### config.mk
export PLATFORM = sky130hd
export DESIGN_NAME = uart_tx_arbiter
export DESIGN_NICKNAME = d
export VERILOG_FILES = /design/src/rtl/uart_tx_arbiter.sv
export SDC_FILE = /design/constraint.sdc
export NUM_CORES = 1
export LEC_CHECK = 0
export CELL_PAD_IN_SITES_DETAIL_PLACEMENT = 1
export CELL_PAD_IN_SITES_GLOBAL_PLACEMENT = 2
export CORE_MARGIN = 4
export CORE_UTILIZATION = 19
export CTS_CLUSTER_DIAMETER = 150
export DETAILED_ROUTE_END_ITERATION = 16
export HOLD_SLACK_MARGIN = 0.05
export PLACE_DENSITY_LB_ADDON = 0.1
export SLEW_MARGIN = 20
export SYNTH_ARGS = -nofsm -noshare
export SYNTH_HDL_FRONTEND = slang
export SYNTH_SLANG_ARGS = --single-unit
### constraint.sdc
create_clock -name clk -period 2.3 [get_ports clk]
set_input_delay 0.23 -clock clk [delete_from_list [all_inputs] [get_ports clk]]
set_output_delay 0.23 -clock clk [all_outputs]
set_load 0.1 [all_outputs]
### src/rtl/uart_tx_arbiter.sv
// Round-robin arbiter that grants one requester's entire message to a single UART TX byte stream.
// Optional feature: define ARB_TIMEOUT_EN to force release of an owner stalled for TIMEOUT cycles.
module uart_tx_arbiter #(
  parameter int NUM_REQ = 3,
  parameter int TIMEOUT = 1024
) (
  input  logic                   clk,
  input  logic                   rst,
  input  logic [NUM_REQ-1:0]     req_valid,
  input  logic [8*NUM_REQ-1:0]   req_data,
  input  logic [NUM_REQ-1:0]     req_last,
  output logic [NUM_REQ-1:0]     req_ready,
  output logic [7:0]             tx_data,
  output logic                   tx_valid,
  input  logic                   tx_ready,
  output logic [NUM_REQ-1:0]     grant,
  output logic                   busy,
  output logic                   timeout_err
);

  localparam int OW = (NUM_REQ > 1) ? $clog2(NUM_REQ) : 1;

  typedef enum logic {S_IDLE, S_BUSY} state_t;

  state_t             r_state;
  logic [OW-1:0]      r_owner;
  logic [OW-1:0]      r_last_owner;
  logic [NUM_REQ-1:0] r_grant;
  logic [OW-1:0]      w_pick;
  logic               w_found;
  logic               w_xfer;
  logic               w_release_last;
  logic               w_expire;
  int                 w_idx;

  // The owner's byte stream is passed straight through; only ownership is registered.
  assign busy           = (r_state == S_BUSY);
  assign grant          = r_grant;
  assign tx_valid       = busy & req_valid[r_owner];
  assign tx_data        = busy ? req_data[{r_owner, 3'b000} +: 8] : 8'h00;
  assign req_ready      = busy ? (NUM_REQ'(tx_ready) << r_owner) : '0;
  assign w_xfer         = tx_valid & tx_ready;
  assign w_release_last = w_xfer & req_last[r_owner];

  // Search starts just after the previous owner so every requester gets its turn.
  always_comb begin
    // NOTE: every variable gets a default before the loop so no latch is inferred.
    w_found = 1'b0;
    w_pick  = '0;
    w_idx   = 0;
    for (int k = 1; k <= NUM_REQ; k++) begin
      w_idx = (int'(r_last_owner) + k) % NUM_REQ;
      if (!w_found && req_valid[w_idx]) begin
        w_found = 1'b1;
        w_pick  = OW'(w_idx);
      end
    end
  end

  always_ff @(posedge clk or negedge rst) begin
    // NOTE: state registers use non-blocking assignments so all updates see pre-edge values.
    if (!rst) begin
      r_state      <= S_IDLE;
      r_owner      <= '0;
      r_last_owner <= OW'(NUM_REQ - 1);
      r_grant      <= '0;
    end else begin
      case (r_state)
        S_IDLE: begin
          if (w_found) begin
            r_state <= S_BUSY;
            r_owner <= w_pick;
            r_grant <= NUM_REQ'(1) << w_pick;
          end
        end
        S_BUSY: begin
          if (w_release_last || w_expire) begin
            r_state      <= S_IDLE;
            r_last_owner <= r_owner;
            r_grant      <= '0;
          end
        end
        default: r_state <= S_IDLE;
      endcase
    end
  end

`ifdef ARB_TIMEOUT_EN
  localparam int TW = (TIMEOUT > 1) ? $clog2(TIMEOUT) : 1;

  logic [TW-1:0] r_timer;
  logic          r_timeout_err;

  // Expiry fires on the TIMEOUT-th consecutive owned cycle without a transfer.
  assign w_expire    = busy & ~w_xfer & (r_timer == TW'(TIMEOUT - 1));
  assign timeout_err = r_timeout_err;

  always_ff @(posedge clk or negedge rst) begin
    if (!rst) begin
      r_timer       <= '0;
      r_timeout_err <= 1'b0;
    end else begin
      r_timeout_err <= w_expire;
      if (!busy || w_xfer || w_expire) begin
        r_timer <= '0;
      end else begin
        r_timer <= r_timer + TW'(1);
      end
    end
  end
`else
  logic w_unused_timeout;

  assign w_expire         = 1'b0;
  assign timeout_err      = 1'b0;
  assign w_unused_timeout = (TIMEOUT != 0);
`endif

endmodule

==> metrics.txt <==
I/O Buffers=48; worst skew pair latency=0.23 ns; Fin Setup TNS=0 ns; minimum clock period after layout=2.03 ns; Netlist cell types=39; RSZ-0062 raised after global routing=false; crit end category=primary output; Routed wire per std cell=15.2 um; FMAX=492 MHz; synthesized-area fraction occupied by adder cells=4.47%; Core ar.=4140 um^2; CP arrival=1.80 ns; Hold Buf Count CTS=0; initial drt markers=12; warnings from Yosys=0; Worst Path Required=2.07 ns; vias in the first global route=956; final worst path period share=88.3%; std cell rows=23; initial antenna violation count=0; boundary pin count=50; DRT antenna net count=0; largest family of logic cells by synthesized area=simple AND/OR/NAND/NOR gates; die width=74.5 um; largest net degree at the start of global routing=16; most area-hungry cell type in the Yosys netlist=dfrtp_1; GRT Total Usage=11.1%; GR Overflow Total=0; Startpoint Class=flip-flop; Primary FF master, synth=dfrtp_1; final hold violations=0; number of flops mapped to enable cells by yosys=0; CTS Buf Count=3; cts repair resizes=0; share of flip-flops with an asynchronous set or reset=100%; vias=936; clock-pin slew of the registers on the worst-case setup and hold paths=0.05 ns; Placer Congestion=0.739; Hold Crit Class=input pin to asynchronous set/reset pin; vias per cell=4.61; Reg2Reg Capture Point=grant[0]; Reg-to-Reg Start=r_last_owner[0]; CP max stage cell=dfrtp_1; Final setup viols=0; syn_area_per_cell=8.07 um^2; proportion of synthesized area in mux cells=14.6%; post-synth top area share=20.9%; Area contributors post-synth=dfrtp_1 (21%), mux2i_1 (12%), nand2_1 (8.0%); H-tree depth=1; register area share after synthesis=24.0%; Max FO, Critical Path=8; # diodes=0; DPL Wire Length=2.53 mm; XOR/XNOR Fraction of Synth Area=0%; setup bufs post-CTS=0; synthesized cell area=840 um^2; Crit. Startpoint=r_owner[1]; CP Cell Sequence=nor2b_2, buf_4, nand2_1, o21ai_0, and2_1, buf_12; CTS Sinks=8; height of the die=74.5 um; compound-gate portion of the synthesized area=19.5%; Fill cells=475; commonest non-fill, non-tap cells in the layout=clkdlybuf4s50_1 (32), nand2_1 (18), buf_12 (12), o21ai_0 (11), mux2i_1 (10); crit-path max cell delay=0.53 ns; Die ar.=5550 um^2; post-synthesis simple-gate area fraction=29.7%; setup slack, reg-to-reg=0.31 ns; maximum buffer depth of the clock tree=2; fin nets=190; WP depth=6; Reg2Reg Depth=7; status=completed; most common cell after layout, fill and taps aside=clkdlybuf4s50_1; clock skew=0.00666 ns; P&R area growth vs syn=84.9%; share of cells above drive strength 1=20.9%; DRT Pass-1 Iters=3; register area=203 um^2; CTS tree=built; syn nets=140; WS Path Type=flip-flop to primary output; drt drc=0; Cells after Synth=104; Root Buffer=clkbuf_8; Max-Cap Viols=0; multi-input logic area=611 um^2; delay-heaviest family, CP=simple AND/OR/NAND/NOR gates; Detailed Route WL=3.08 mm; global-route wire length before repair=4.72 mm; Initial Util=20.3%; CP bufs+invs=2; Synth Register Bits=8; fin. max-slew vios=0; crit path to=tx_data[3]
-- cells in the mapped netlist (2+ instances only) --
cell type	count
nor2b_1	3
nand2b_1	2
and2_1	8
clkbuf_1	2
a41oi_1	2
nand2_1	18
buf_6	2
a21o_1	2
ha_1	3
nor2_1	2
inv_1	5
o21ai_0	11
dfrtp_1	7
mux2i_1	10
nand3_1	2
nor3_1	2
-- sequential cells by signal, summed over array words and instances, names as in the netlist --
name	cells
grant	3
r_owner	2
r_last_owner	2
busy	1
-- routing by layer --
metal | wire [um] | vias up | GRT usage [%]
li1 | - | 461 | -
met1 | 1350 | 449 | 15.5
met2 | 1550 | 24 | 17.5
met3 | 163 | 2 | 2.57
met4 | 21 | 0 | 2.37
met5 | 0 | - | 0
-- how the worst min path moves through the flow --
stage          slack [ns]        to      from
2_1_floorplan       -0.07      busy       rst
3_3_place_gp         0.47  grant[2]  grant[2]
3_5_place_dp         0.47  grant[2]  grant[2]
4_1_cts              0.30  grant[2]       rst
5_1_grt              0.32  grant[2]       rst
6_report             0.28  grant[2]       rst
-- stage by stage --
step                      instances  utilization (%)  worst slack, ns  hold slack (ns)  area (um^2)
after floorplan                 104                -           0.0464          -0.0656          875
after global placement          199             36.4            0.374            0.470         1510
after detailed placement        199             36.4            0.305            0.474         1510
after CTS                       203             37.5            0.229            0.296         1550
after global routing            203             37.5            0.105            0.316         1550
final                           203             37.5            0.269            0.282         1550
-- kinds of logic (layout without fill, tap and decap cells) --
| kind of cell | Yosys count | after routing |
|---|---|---|
| and+or+nand+nor | 45 | 45 |
| AOI/OAI and AO/OA | 24 | 24 |
| muxes | 12 | 12 |
| buffers and inverters | 11 | 60 |
| DFF | 8 | 8 |
| adders and majority gates | 3 | 3 |
| other | 1 | 1 |
-- layout make-up --
class / count / area share (%)
sequential: 8 / 13.1
clock buffer: 4 / 2.90
inverter: 5 / 1.21
tap: 50 / 4.03
multi-input combinational: 85 / 39.3
timing repair buffer: 51 / 39.5
Power is left out: the tool's default activity adds up to more than one toggle a clock period on the data nets, which glitch-free logic cannot reach.
